==> src/rtl/xy_chk_pkg.sv <==
// Shared types for the xy response checker: FSM state encoding and the
// expected-value table entry layout.
package xy_chk_pkg;

  typedef enum logic [1:0] {
    IDLE = 2'd0,
    RUN  = 2'd1,
    DONE = 2'd2
  } chk_state_t;

  typedef struct packed {
    logic care;
    logic x;
    logic y;
  } exp_entry_t;

  localparam int unsigned MISMATCH_IDX_NONE = 0;

endpackage

==> src/rtl/xy_exp_mem.sv <==
// Expected-value table: synchronous write, asynchronous read, contents
// deliberately not reset so a table survives a run abort.
module xy_exp_mem
  import xy_chk_pkg::*;
#(
  parameter int DEPTH = 16,
  parameter int IDX_W = $clog2(DEPTH)
) (
  input  logic             clk,
  input  logic             we_i,
  input  logic [IDX_W-1:0] waddr_i,
  input  exp_entry_t       wdata_i,
  input  logic [IDX_W-1:0] raddr_i,
  output exp_entry_t       rdata_o
);

  exp_entry_t mem_q [DEPTH];

  always_ff @(posedge clk) begin
    if (we_i) mem_q[waddr_i] <= wdata_i;
  end

  assign rdata_o = mem_q[raddr_i];

endmodule

==> config.mk <==
export PLATFORM = sky130hd
export DESIGN_NAME = xy_exp_mem
export DESIGN_NICKNAME = d
export VERILOG_FILES = /design/src/rtl/xy_chk_pkg.sv /design/src/rtl/xy_exp_mem.sv
export SDC_FILE = /design/constraint.sdc
export NUM_CORES = 1
export LEC_CHECK = 0
export BUFFER_PORTS_ARGS = -buffer_cell sky130_fd_sc_hd__clkbuf_2
export CAP_MARGIN = 25
export CORE_MARGIN = 8
export CORE_UTILIZATION = 45
export DETAILED_ROUTE_END_ITERATION = 8
export MAX_ROUTING_LAYER = met4
export SYNTH_ARGS = -nofsm -noshare
export SYNTH_HDL_FRONTEND = slang
export SYNTH_SLANG_ARGS = --single-unit
==> constraint.sdc <==
create_clock -name clk -period 2.1 [get_ports clk]
set_clock_uncertainty 0.05 [all_clocks]
set_input_delay 0.105 -clock clk [delete_from_list [all_inputs] [get_ports clk]]
set_output_delay 0.105 -clock clk [all_outputs]
set_load 0.01 [all_outputs]
==> impl_metrics.env <==
export IMPL_status="finished, final reports clean"
export IMPL_cap_violations=0
export IMPL_largest_reg_flops=48
export IMPL_drtPass1Iterations=4
export IMPL_final_max_slew_viol_count=0
export IMPL_fin_nets=133
export IMPL_fmax_ghz=0.567
export IMPL_clk_pin_slew_ps=70
export IMPL_critPathKind="flop to primary output"
export IMPL_required_ps=1950
export IMPL_antenna_found_initial=0
export IMPL_syn_avg_cell_area_um2=19.5
export IMPL_setup_viol=0
export IMPL_slowest_delay_ps=500
export IMPL_powerDensity_nw_per_um2=769
export IMPL_seq_area_frac_synth_pct=73.8
export IMPL_gp_congestion=0.762
export IMPL_tns_ps=0
export IMPL_dp_hpwl_um=2160
export IMPL_rsz0062_at_grt="false"
export IMPL_largest_register="mem_q"
export IMPL_syn_area_um2=1950
export IMPL_grt_use_total_pct=10.4
export IMPL_crit_family="multiplexers"
export IMPL_mostFrequentLayoutCell="edfxtp_1"
export IMPL_reg_top3="mem_q x48"
export IMPL_finalHoldViolCount=0
export IMPL_rows=24
export IMPL_hold_slack_ps=199
export IMPL_ctsHtreeMaxLevel=2
export IMPL_cpMaxStageDelayCell="mux4_1"
export IMPL_detail_route_wl_per_cell_um=17.7
export IMPL_critPathCaptureType="primary output"
export IMPL_utilization_pct=50.3
export IMPL_instances_no_fill=170
export IMPL_core_area_um2=4260
export IMPL_die_area_um2=6700
export IMPL_placed_cells=165
export IMPL_antenna_cells=0
export IMPL_numClockSinks=48
export IMPL_post_cts_buffers=0
export IMPL_port_buffers=15
export IMPL_cts_buffers=5
export IMPL_cts_max_path_buffers=2
export IMPL_crit_arrival_ps=1610
export IMPL_die_w_um=81.9
export IMPL_relSlewSlack_pct=64.7
export IMPL_die_height_um=81.9
export IMPL_hold_buffers=0
export IMPL_initial_core_util_pct=45.8
export IMPL_finalCriticalPeriod_ps=1760
export IMPL_setup_slack_ps=337
export IMPL_grt_pass1_wl_um=4750
export IMPL_peakVddDrop_v=0.000527
export IMPL_preCtsSetupSlack_ps=441
export IMPL_synthCells=100
export IMPL_vias_per_cell=5.38
export IMPL_synth_lib_cells_used_distinct=15
export IMPL_synthToLayoutAreaGrowth_pct=9.94
export IMPL_tightest_slew_ps=525
export IMPL_crit_path_start_kind="flop"
export IMPL_hp_class="input port to flop"
export IMPL_wirelength_um=3010
export IMPL_grt_max_degree=17
export IMPL_ys_ff_latch=48
export IMPL_syn_nets=113
export IMPL_grt_ovfl_total=0
export IMPL_postRouteAntennaNets=0
export IMPL_min_period_over_period_pct=83.9
export IMPL_crit_chain="mux4_1 > a22oi_1 > nand3_1 > clkbuf_2"
export IMPL_layout_drive_gt1_share_pct=22.0
export IMPL_grt_pass1_vias=925
export IMPL_yosys_warnings=0
export IMPL_vias=915
export IMPL_post_cts_resized=0
export IMPL_final_cell_mix="edfxtp_1 (48), clkbuf_2 (15), nor2_1 (13)"
export IMPL_cts_tree="done"
export IMPL_drtIter0Drc=26
export IMPL_critPathMaxFanout=1
export IMPL_root_buffer="clkbuf_8"
export IMPL_cellLeakagePower_nw=0.704
export IMPL_ios=16
export IMPL_drc=0
export IMPL_crit_buf_inv=1
==> logic make-up after synthesis <==
kind of cell,synth area share (%)
flip-flops,73.8
AND/OR/NAND/NOR,8.59
multiplexers,15.4
AO/OA/AOI/OAI,1.41
buffers and inverters,0.769
==> synthesized netlist by cell type <==
cell type  count  area (um2)
edfxtp_1      48        1440
nor2_1        13        48.8
mux4_1         8         210
nand3_1        7        35.0
mux4_2         4        90.1
nand2_1        4        15.0
nor3_1         4        20.0
a22oi_1        2        15.0
nand2b_1       2        12.5
nand3b_1       2        15.0
nor2b_1        2        12.5
a22oi_2        1        12.5
buf_6          1        11.3
clkbuf_1       1        3.75
or3b_2         1        8.76
==> worst paths after layout <==
| path | end | cells after the start | startpoint |
|---|---|---|---|
| worst max-delay path | rdata_o[0] | 4 | mem_q[1][0] |
| worst min-delay path | mem_q[9][0] | 1 | wdata_i[0] |
==> per-layer routing <==
| metal | part of all wire (%) | up-vias | global-route usage [%] | wire (um) |
|---|---|---|---|---|
| met1 | 47 | 438 | 12.2 | 1410 |
| met4 | 0.53 | 0 | 5.79 | 16 |
| met3 | 4.6 | 2 | 3.72 | 138 |
| li1 | - | 449 | - | - |
| met5 | 0 | - | - | 0 |
| met2 | 48 | 26 | 15.2 | 1450 |
==> final cells by class <==
class                           instances  area, um2
Tap cell                               52       65.1
Sequential cell                        48       1440
Clock buffer                            5       68.8
Timing Repair Buffer                   15       75.1
Multi-Input combinational cell         50        495
Fill cell                             361       2120
==> report_power, final <==
group | internal (mW) | switching (mW) | leakage, nW | total (mW)
clock network | 0.214 | 0.247 | 0.0359 | 0.462
registers | 1.07 | 0.00346 | 0.434 | 1.08
logic | 0.0472 | 0.0647 | 0.235 | 0.112
==> stage by stage <==
step	power, mW	instance area (um2)
final	1.65	2150
after global routing	1.71	2150
after CTS	1.67	2150
after detailed placement	1.21	2080
after global placement	1.21	2080
after floorplan	1.16	1950
(Power assumes the default switching activity.)
